File: config.mk
export PLATFORM = sky130hd
export DESIGN_NAME = snitch_icache_lookup_sched
export DESIGN_NICKNAME = d
export VERILOG_FILES = /design/src/rtl/snitch_icache_lookup_sched.sv
export SDC_FILE = /design/constraint.sdc
export NUM_CORES = 1
export LEC_CHECK = 0
export ABC_AREA = 1
export CORE_AREA = 2 2 78 136
export CTS_CLUSTER_DIAMETER = 100
export CTS_CLUSTER_SIZE = 20
export DETAILED_ROUTE_END_ITERATION = 10
export DIE_AREA = 0 0 80 138
export HOLD_SLACK_MARGIN = 0.03
export PLACE_DENSITY = 0.9
export SKIP_LAST_GASP = 1
export SLEW_MARGIN = 20
export SYNTH_ARGS = -nofsm -noshare
export SYNTH_HDL_FRONTEND = slang
export SYNTH_SLANG_ARGS = --single-unit
export TNS_END_PERCENT = 1
File: constraint.sdc
create_clock -name clk_i -period 3 [get_ports clk_i]
set_input_delay 0.45 -clock clk_i [delete_from_list [all_inputs] [get_ports clk_i]]
set_output_delay 0.45 -clock clk_i [all_outputs]
set_load 0.05 [all_outputs]
File: src/rtl/snitch_icache_lookup_sched.sv
// ---------------------------------------------------------------------------
// snitch_icache_lookup_sched
//
// Front-end scheduler for the L1 instruction-cache lookup stage.
//  - Shares the single lookup request port among NR_PORTS fetch requesters
//    with zero-latency round-robin arbitration. The source port index is
//    prepended to the forwarded request ID.
//  - Sequences cache flushes. It stops granting, drains the outstanding
//    lookups, handshakes the lookup flush port, and then acknowledges every
//    flush requester.
//
// Optional feature macro: SNITCH_ICACHE_SCHED_PRIO_EN
//  - defined     : port 0 has fixed highest priority. Ports 1..NR_PORTS-1
//                  round-robin among themselves.
//  - not defined : pure round-robin over all ports.
//
// Ports
//  clk_i, rst_i        clock, synchronous active-high reset
//  port_addr_i/id_i    per-port fetch address / request ID
//  port_valid_i        per-port request valid
//  port_ready_o        per-port request accepted (only the granted port)
//  flush_req_i         per-port flush request (level, held until ack)
//  flush_ack_o         per-port one-cycle flush-done pulse
//  lk_addr_o/id_o      lookup request address / {port index, port ID}
//  lk_valid_o          lookup request valid
//  lk_ready_i          lookup request ready
//  rsp_valid_i/ready_i lookup response handshake (observed only)
//  lk_flush_valid_o    flush request to the lookup stage
//  lk_flush_ready_i    lookup stage flush ready
//  busy_o              flush in progress or lookups outstanding
// ---------------------------------------------------------------------------
module snitch_icache_lookup_sched #(
    parameter int unsigned NR_PORTS        = 4,
    parameter int unsigned FETCH_AW        = 32,
    parameter int unsigned ID_WIDTH        = 4,
    parameter int unsigned MAX_OUTSTANDING = 4
) (
    input  logic                                       clk_i,
    input  logic                                       rst_i,
    input  logic [NR_PORTS-1:0][FETCH_AW-1:0]          port_addr_i,
    input  logic [NR_PORTS-1:0][ID_WIDTH-1:0]          port_id_i,
    input  logic [NR_PORTS-1:0]                        port_valid_i,
    output logic [NR_PORTS-1:0]                        port_ready_o,
    input  logic [NR_PORTS-1:0]                        flush_req_i,
    output logic [NR_PORTS-1:0]                        flush_ack_o,
    output logic [FETCH_AW-1:0]                        lk_addr_o,
    output logic [ID_WIDTH+$clog2(NR_PORTS)-1:0]       lk_id_o,
    output logic                                       lk_valid_o,
    input  logic                                       lk_ready_i,
    input  logic                                       rsp_valid_i,
    input  logic                                       rsp_ready_i,
    output logic                                       lk_flush_valid_o,
    input  logic                                       lk_flush_ready_i,
    output logic                                       busy_o
);

    localparam int unsigned IDX_W = $clog2(NR_PORTS);
    localparam int unsigned CNT_W = $clog2(MAX_OUTSTANDING + 1);
    localparam logic [CNT_W-1:0] CNT_MAX  = CNT_W'(MAX_OUTSTANDING);
    localparam logic [IDX_W-1:0] IDX_LAST = IDX_W'(NR_PORTS - 1);

    typedef enum logic [1:0] {
        S_RUN   = 2'd0,
        S_DRAIN = 2'd1,
        S_FLUSH = 2'd2,
        S_ACK   = 2'd3
    } state_t;

    // -----------------------------------------------------------------------
    // State
    // -----------------------------------------------------------------------
    state_t                 state_reg;
    logic [IDX_W-1:0]       rr_reg;
    logic [CNT_W-1:0]       cnt_reg;
    logic                   lock_reg;
    logic [IDX_W-1:0]       lock_idx_reg;
    logic [FETCH_AW-1:0]    lock_addr_reg;
    logic [ID_WIDTH-1:0]    lock_id_reg;

    state_t                 state_next;
    logic [IDX_W-1:0]       rr_next;
    logic [CNT_W-1:0]       cnt_next;

    // -----------------------------------------------------------------------
    // Arbitration
    // -----------------------------------------------------------------------
    logic                   arb_valid;
    logic [IDX_W-1:0]       arb_idx;
    logic                   grant_allowed;
    logic [IDX_W-1:0]       sel_idx;
    logic                   lk_hs;
    logic                   rsp_hs;
    logic                   cnt_inc;
    logic                   cnt_dec;

    // Wraps an offset from the pointer into a legal port index.
    function automatic logic [IDX_W-1:0] wrap_all(input int unsigned v);
        return IDX_W'(v % NR_PORTS);
    endfunction

    // Wraps an offset into the range 1..NR_PORTS-1 (port 0 excluded).
    function automatic logic [IDX_W-1:0] wrap_low(input int unsigned v);
        return IDX_W'(1 + (v % (NR_PORTS - 1)));
    endfunction

    always_comb begin
        arb_valid = 1'b0;
        arb_idx   = '0;
`ifdef SNITCH_ICACHE_SCHED_PRIO_EN
        if (port_valid_i[0]) begin
            arb_valid = 1'b1;
            arb_idx   = '0;
        end else begin
            // A pointer of 0 (reset value) behaves like a pointer of 1,
            // since port 0 never takes part in the rotation.
            for (int i = 0; i < int'(NR_PORTS) - 1; i++) begin
                if (!arb_valid &&
                    port_valid_i[wrap_low(((rr_reg == '0) ? 0 : int'(rr_reg) - 1) + i)]) begin
                    arb_valid = 1'b1;
                    arb_idx   = wrap_low(((rr_reg == '0) ? 0 : int'(rr_reg) - 1) + i);
                end
            end
        end
`else
        for (int i = 0; i < int'(NR_PORTS); i++) begin
            if (!arb_valid && port_valid_i[wrap_all(int'(rr_reg) + i)]) begin
                arb_valid = 1'b1;
                arb_idx   = wrap_all(int'(rr_reg) + i);
            end
        end
`endif
    end

    // New grants only in RUN, with room for another lookup and no flush
    // pending. A locked request ignores all of this and completes.
    assign grant_allowed = !rst_i && (state_reg == S_RUN) && !(|flush_req_i)
                           && (cnt_reg != CNT_MAX);

    assign sel_idx    = lock_reg ? lock_idx_reg : arb_idx;
    assign lk_valid_o = !rst_i && (lock_reg || (grant_allowed && arb_valid));

    always_comb begin
        lk_addr_o = '0;
        lk_id_o   = '0;
        if (lk_valid_o) begin
            if (lock_reg) begin
                lk_addr_o = lock_addr_reg;
                lk_id_o   = {lock_idx_reg, lock_id_reg};
            end else begin
                lk_addr_o = port_addr_i[arb_idx];
                lk_id_o   = {arb_idx, port_id_i[arb_idx]};
            end
        end
    end

    assign lk_hs  = lk_valid_o && lk_ready_i;
    assign rsp_hs = rsp_valid_i && rsp_ready_i;

    generate
        for (genvar gi = 0; gi < NR_PORTS; gi++) begin : g_port
            assign port_ready_o[gi] = lk_hs && (sel_idx == IDX_W'(gi));
            assign flush_ack_o[gi]  = !rst_i && (state_reg == S_ACK) && flush_req_i[gi];
        end
    endgenerate

    assign lk_flush_valid_o = !rst_i && (state_reg == S_FLUSH);
    assign busy_o           = !rst_i && ((state_reg != S_RUN) || (cnt_reg != '0));

    // -----------------------------------------------------------------------
    // Outstanding counter: saturating both ways, so a stray response at zero
    // is dropped instead of wrapping.
    // -----------------------------------------------------------------------
    assign cnt_inc = lk_hs && (cnt_reg != CNT_MAX);
    assign cnt_dec = rsp_hs && (cnt_reg != '0);

    always_comb begin
        cnt_next = cnt_reg;
        if (cnt_inc && !cnt_dec) begin
            cnt_next = cnt_reg + 1'b1;
        end else if (!cnt_inc && cnt_dec) begin
            cnt_next = cnt_reg - 1'b1;
        end
    end

    // -----------------------------------------------------------------------
    // Round-robin pointer update
    // -----------------------------------------------------------------------
    always_comb begin
        rr_next = rr_reg;
        if (lk_hs) begin
`ifdef SNITCH_ICACHE_SCHED_PRIO_EN
            if (sel_idx != '0) begin
                rr_next = (sel_idx == IDX_LAST) ? IDX_W'(1) : sel_idx + 1'b1;
            end
`else
            rr_next = (sel_idx == IDX_LAST) ? '0 : sel_idx + 1'b1;
`endif
        end
    end

    // -----------------------------------------------------------------------
    // Flush sequencing
    // -----------------------------------------------------------------------
    always_comb begin
        state_next = state_reg;
        case (state_reg)
            S_RUN:   if (|flush_req_i) state_next = S_DRAIN;
            // Drained once nothing is being presented and the counter,
            // including a response retiring this cycle, reaches zero.
            S_DRAIN: if (!lk_valid_o && (cnt_next == '0)) state_next = S_FLUSH;
            S_FLUSH: if (lk_flush_ready_i) state_next = S_ACK;
            S_ACK:   state_next = S_RUN;
            default: state_next = S_RUN;
        endcase
    end

    always_ff @(posedge clk_i) begin
        if (rst_i) begin
            state_reg     <= S_RUN;
            rr_reg        <= '0;
            cnt_reg       <= '0;
            lock_reg      <= 1'b0;
            lock_idx_reg  <= '0;
            lock_addr_reg <= '0;
            lock_id_reg   <= '0;
        end else begin
            state_reg <= state_next;
            rr_reg    <= rr_next;
            cnt_reg   <= cnt_next;
            // Freeze the presented request until the lookup stage accepts it,
            // so a newly valid port or a state change cannot alter it.
            if (lk_valid_o && !lk_ready_i) begin
                lock_reg      <= 1'b1;
                lock_idx_reg  <= sel_idx;
                lock_addr_reg <= lk_addr_o;
                lock_id_reg   <= lk_id_o[ID_WIDTH-1:0];
            end else if (lk_hs) begin
                lock_reg <= 1'b0;
            end
        end
    end

endmodule

==> reports/metrics.cfg <==
[worst_setup_path]
endpoint_kind = output pin
crit_arrival_ns = 2.76
worstSetupPathType = flip-flop to output pin
cp_num_buf_inv = 7
r2r-start = rr_reg[0]$_SDFFE_PP0P_
cpMaxStageDelayCell = dfxtp_4
reg2reg_depth = 23
r2r_setup_slack_ns = 0.12
startpoint_type = flip-flop
cp_top_family = simple AND/OR/NAND/NOR gates
critPathMaxStageDelay_ns = 0.41
crit_fanout = 6
cp_cell_sequence = buf_6 > nand2_1 > nand2_2 > nand2_2 > nand2_2 > nor2_4 > nand2_2 > nand4_1 > nand2_4 > clkinv_8 > buf_16 > buf_8 > buf_6 > nor2_4 > nor2_1 > o21ai_1 > nand3_1 > nand2_1 > inv_2 > buf_12
r2r_end = lock_addr_reg[12]$_SDFFE_PP0P_
worstPathRequired_ns = 2.55
critPathMostFrequentCell = nand2_2

[cells_and_area]
final_common_cell = nor2_1
area.growth.synth_to_final_pct = 92.0
nets = 1109
design_area_mm2 = 0.00768
drive_gt1_share_pct = 26.3
insertedDiodeCount = 0
nFillCells = 623
largest_reg_flops = 32
layout_common_cells = 155 x nor2_1, 153 x clkdlybuf4s50_1, 103 x nand2_1

[place]
pre_cts_slack_ns = -0.255
placed_cell_area_mm2 = 0.00689
hpwlAfterDp_um = 11300
io_buffers = 206
place_congestion = 0.919

[synthesis]
syn_inst = 681
syn_nets = 851
yosys_warnings = 0
ys_seq_area_share_pct = 23.0
syn_area_per_cell_um2 = 5.88
ys.flop_type = dfxtp_1
post_synth_num_cell_types = 34
synthesis.area_mm2 = 0.00400
ys_ff_latch = 46
synth_edf_count = 0
async_flop_share_pct = 0

[min_path]
min_path_cells = 2
hold_path.class = flip-flop to flip-flop
min_from = lock_addr_reg[13]$_SDFFE_PP0P_
hold_end = lock_addr_reg[13]$_SDFFE_PP0P_

[floorplan]
die_h_um = 138
die_w_um = 80
start_util_pct = 39.8
dieArea_mm2 = 0.0110
num_io_pins = 207
num_rows = 49
fp.coreArea_mm2 = 0.0101

[clock_network]
clockBufferDepth = 2
hold_buffers = 0
clk_pin_slew_worst_paths_ns = 0.06
numCtsBuffers = 5
cts_max_level = 2
clkLatencyLatePin_ns = 0.28
cts_sinks = 46
cts_root_buf = clkbuf_16
cts_tree = done

[drt]
routed-via-count = 5776
wl_per_cell_um = 16.6
antenna_left = 0
drc = 0
drt_iter0_markers = 328
routed_wl_um = 17700
first_pass_iters = 7
via_per_inst = 5.42

[timing]
hold_viol = 0
period_share_pct = 107
fin_ws_ns = -0.212
fin_hold_ws_ns = 0.466
rsz0062_at_grt = yes
maxSlewViolCount = 0
fin_crit_ns = 3.21
setup_viol = 41
tightest_slew_ns = 0.516
max_freq_mhz = 311
maxSlewHeadroom_pct = 65.5
skew_ns = 0.00443

[power_and_ir_drop]
power_density_mw_per_mm2 = 301
leakage_uw = 0.00337
worst_ir_drop_vdd_mv = 0.274
total_power_uw = 2310

[grt]
grt_use_total_pct = 28.4
antenna_found_initial = 0
grt_pass1_wl_um = 25200
overflow = 0
grt_pass1_vias = 5469
grt_max_degree = 40

[outcome]
violations = negative setup slack
status = finished with violations

[job]
drv_cap = 0

==> power by group <==
part	leakage [uW]	switching (uW)	internal (uW)
Sequential	0.000373	23.5	632
Combinational	0.00294	573	562
Clock	0.0000640	218	305
==> worst register-to-register path, cell delays in order (launching register included) <==
cell      delay, ns
dfxtp_4        0.41
buf_6          0.14
nand2_1        0.06
nand2_2        0.08
nand2_2        0.07
nand2_2        0.10
nor2_4         0.06
nand2_2        0.11
nand4_1        0.16
nand2_4        0.15
clkinv_8       0.10
buf_16         0.16
buf_8          0.12
buf_6          0.11
nor2_4         0.09
nor2_1         0.04
o21ai_1        0.08
nand3_1        0.10
nand2_1        0.12
inv_2          0.06
buf_4          0.13
buf_4          0.14
nand2_1        0.08
a21oi_1        0.06
==> through the flow <==
| step | util [%] | setup TNS, ns | instances |
|---|---|---|---|
| after floorplan | - | -0.985 | 681 |
| after global placement | 68.5 | -4.81 | 1028 |
| after detailed placement | 68.5 | -7.88 | 1028 |
| final | 76.4 | -4.86 | 1066 |
| after global routing | 76.4 | -8.87 | 1066 |
| after CTS | 72.3 | -0.0752 | 1047 |
==> cell usage after synthesis (7+ instances only) <==
library cell / count / share of area, %
nor2_2: 7 / 1.1
buf_2: 16 / 2.0
a21oi_2: 9 / 2.0
o31ai_1: 18 / 3.4
nor2_1: 161 / 15
a21oi_1: 39 / 4.9
o21ai_1: 21 / 2.6
dfxtp_1: 46 / 23
o21ai_0: 42 / 5.3
buf_4: 8 / 1.5
inv_1: 52 / 4.9
clkbuf_1: 14 / 1.3
ha_1: 12 / 3.8
nand3_1: 27 / 3.4
o211ai_1: 14 / 2.6
inv_2: 17 / 1.6
and3_1: 18 / 2.8
nand2_1: 118 / 11
or2_2: 14 / 2.2
==> logic make-up (layout without fill, tap and decap cells) <==
family / Yosys count / in the layout / synth area share, %
AND/OR/NAND/NOR: 356 / 356 / 37.6
AO/OA/AOI/OAI: 145 / 145 / 21.2
buffers and inverters: 116 / 374 / 13.1
flip-flops: 46 / 46 / 23.0
adder cells (fa/ha/maj): 12 / 12 / 3.75
multiplexers: 4 / 4 / 1.00
XOR/XNOR: 2 / 2 / 0.438
==> how the worst max path moves through the flow <==
stage,startpoint,to,slack [ns],depth (start not counted)
after global placement,port_valid_i[1],lk_id_o[3],-0.19,14
final,rr_reg[0]$_SDFFE_PP0P_,lk_addr_o[12],-0.21,20
after floorplan,state_reg[0]$_SDFFE_PP0P_,port_ready_o[0],-0.17,13
after global routing,rr_reg[0]$_SDFFE_PP0P_,lk_addr_o[9],-0.32,17
after CTS,rr_reg[0]$_SDFFE_PP0P_,lk_addr_o[23],-0.02,16
after detailed placement,port_valid_i[1],port_ready_o[3],-0.25,15
==> repair_timing <==
action,4_1_cts,5_1_grt
gates cloned,5,2
setup buffers,8,17
gates resized for setup,38,82
pin swaps,22,34
setup endpoints to repair,42,42
==> layer usage <==
layer  global-route usage, %  part of all wire [%]  vias up
met5                       0                     0        -
met4                    12.7                   5.2        0
met3                    5.81                   6.8       77
met2                    52.6                    53      328
met1                    29.6                    35     2672
li1                        -                     -     2699
==> area by class of cell <==
| cell class | count | area (um^2) | area share [%] |
|---|---|---|---|
| timing repair buffer | 295 | 3370 | 43.8 |
| clock buffer | 7 | 133 | 1.73 |
| sequential | 46 | 928 | 12.1 |
| multi-input combinational | 519 | 2800 | 36.5 |
| tap | 127 | 159 | 2.07 |
| inverter | 72 | 293 | 3.81 |
(Power assumes the default switching activity.)
==> RTL change, RTL diff (config.mk and constraints unchanged) <==
The 4 states of `state_t` get a Gray code encoding in 2 bits.
--- a/src/rtl/snitch_icache_lookup_sched.sv
+++ b/src/rtl/snitch_icache_lookup_sched.sv
@@ -60,10 +60,10 @@
     localparam logic [IDX_W-1:0] IDX_LAST = IDX_W'(NR_PORTS - 1);
 
     typedef enum logic [1:0] {
-        S_RUN   = 2'd0,
-        S_DRAIN = 2'd1,
-        S_FLUSH = 2'd2,
-        S_ACK   = 2'd3
+        S_RUN   = 2'b00,
+        S_DRAIN = 2'b01,
+        S_FLUSH = 2'b11,
+        S_ACK   = 2'b10
     } state_t;
 
     // -----------------------------------------------------------------------
Behaviour: same outputs for any inputs over 4 cycles, from zero or initial values and one cycle with rst_i high; so few cycles prove little.
==> RTL change against the unedited design <==
The flow still finishes with violations (setup timing); final area rose by 0.28%; sequential power decreased by 3%; worst setup slack worse by 110 ps; via count is 1.7% higher; synthesized area rose by 1.0%; total power shrank 3.6%; sequential cell count stayed put; clock power grew 22%; wire length grew 0.64%; critical path type is now in2out; largest cell class unchanged.
==> RTL change: results <==
metrics = {
    "run_status": {
        "outcome": "complete, but fails checks",
        "violations": "setup timing",
    },
    "timing": {
        "setup_viol": 42,
        "setup_slack_ps": -320,
        "fin_worst_skew_ps": 7.51,
        "finalSetupTns_ps": -8790,
        "holdWs_ps": 469,
    },
    "synth": {
        "synth_fa_ha_area_share_pct": 2.17,
        "synthTopCellsByCount": "nand2_1 (166), nor2_1 (166), inv_1 (56)",
        "syn_area_per_cell_um2": 5.71,
        "synthTopCellsByArea": "dfxtp_1 (23%), nand2_1 (15%), nor2_1 (15%)",
        "seq_area_frac_synth_pct": 22.8,
        "synth_compound_area_share_pct": 15.9,
    },
    "power_and_ir_drop": {
        "ir_drop_uv": 306,
        "leakage_uw": 0.00346,
    },
    "clocking": {
        "clk_latency_ps": 300,
        "cts_resized": 72,
    },
    "cells_and_area": {
        "fillers": 695,
        "stdcell_count": 1103,
    },
    "setup_path": {
        "path_max_fanout": 22,
        "crit_end": "lk_addr_o[29]",
        "r2r_cells": 18,
        "r2r_slack_ps": 270,
    },
    "route": {
        "dr.pass1.iters": 5,
        "routedWlPerCell_um": 16.1,
    },
    "hold_path": {
        "hold_path_end": "lock_addr_reg[10]$_SDFFE_PP0P_",
    },
    "placed_design": {
        "place_congestion": 0.867,
    },
}
[RTL change: cell types whose count changed in the layout (fill, tap and decap cells not counted), moves of 9 or more]
cell / unedited run / this run
a21oi_2: 9 / 0
o211ai_1: 14 / 4
o21ai_1: 30 / 21
and3_4: 15 / 0
nand2_1: 103 / 150
[RTL change: logic make-up (layout without fill, tap and decap cells)]
family,Yosys count,in the layout
AO/OA/AOI/OAI,110,110
XOR/XNOR,2,2
adder cells (fa/ha/maj),7,7
buffers and inverters,103,370
flip-flops,46,46
multiplexers,2,2
other,0,1
AND/OR/NAND/NOR,438,438
[RTL change: critical path: stages]
cell and delay, ps:
dlygate4sd2_1 240, inv_1 110, nand2_4 90, nand3_4 110, nand2_4 80, a21oi_1 280
nor2_1 110, nand2_2 90, nand2_2 80, buf_6 130, inv_6 100, buf_12 170
nand2_1 70, nand2_1 120, nor2_1 90, a211oi_2 330, buf_12 190
[RTL change: cell type report]
cell class | instances | area [µm²] | area share, %
Clock buffer | 5 | 125 | 1.62
Sequential cell | 46 | 926 | 12.0
Clock inverter | 3 | 40.0 | 0.520
Inverter | 62 | 243 | 3.15
Tap cell | 127 | 159 | 2.06
Antenna cell | 1 | 2.50 | 0.0325
Timing Repair Buffer | 300 | 3380 | 43.9
Multi-Input combinational cell | 559 | 2830 | 36.7
[RTL change: power by group through the flow]
stage	Clock, µW	Sequential [µW]	Combinational [µW]
after floorplan	0	649	422
final	639	638	953
after global placement	0	651	797
after detailed placement	0	653	813
after global routing	661	641	1030
after CTS	646	638	916
[RTL change: routing by layer]
metal | GRT usage (%) | vias to the layer above | wire length (µm)
li1 | - | 2800 | -
met4 | 15.5 | 0 | 951
met2 | 54.3 | 308 | 9370
met1 | 30.4 | 2694 | 6240
met3 | 6.20 | 75 | 1250
met5 | 0 | - | 0
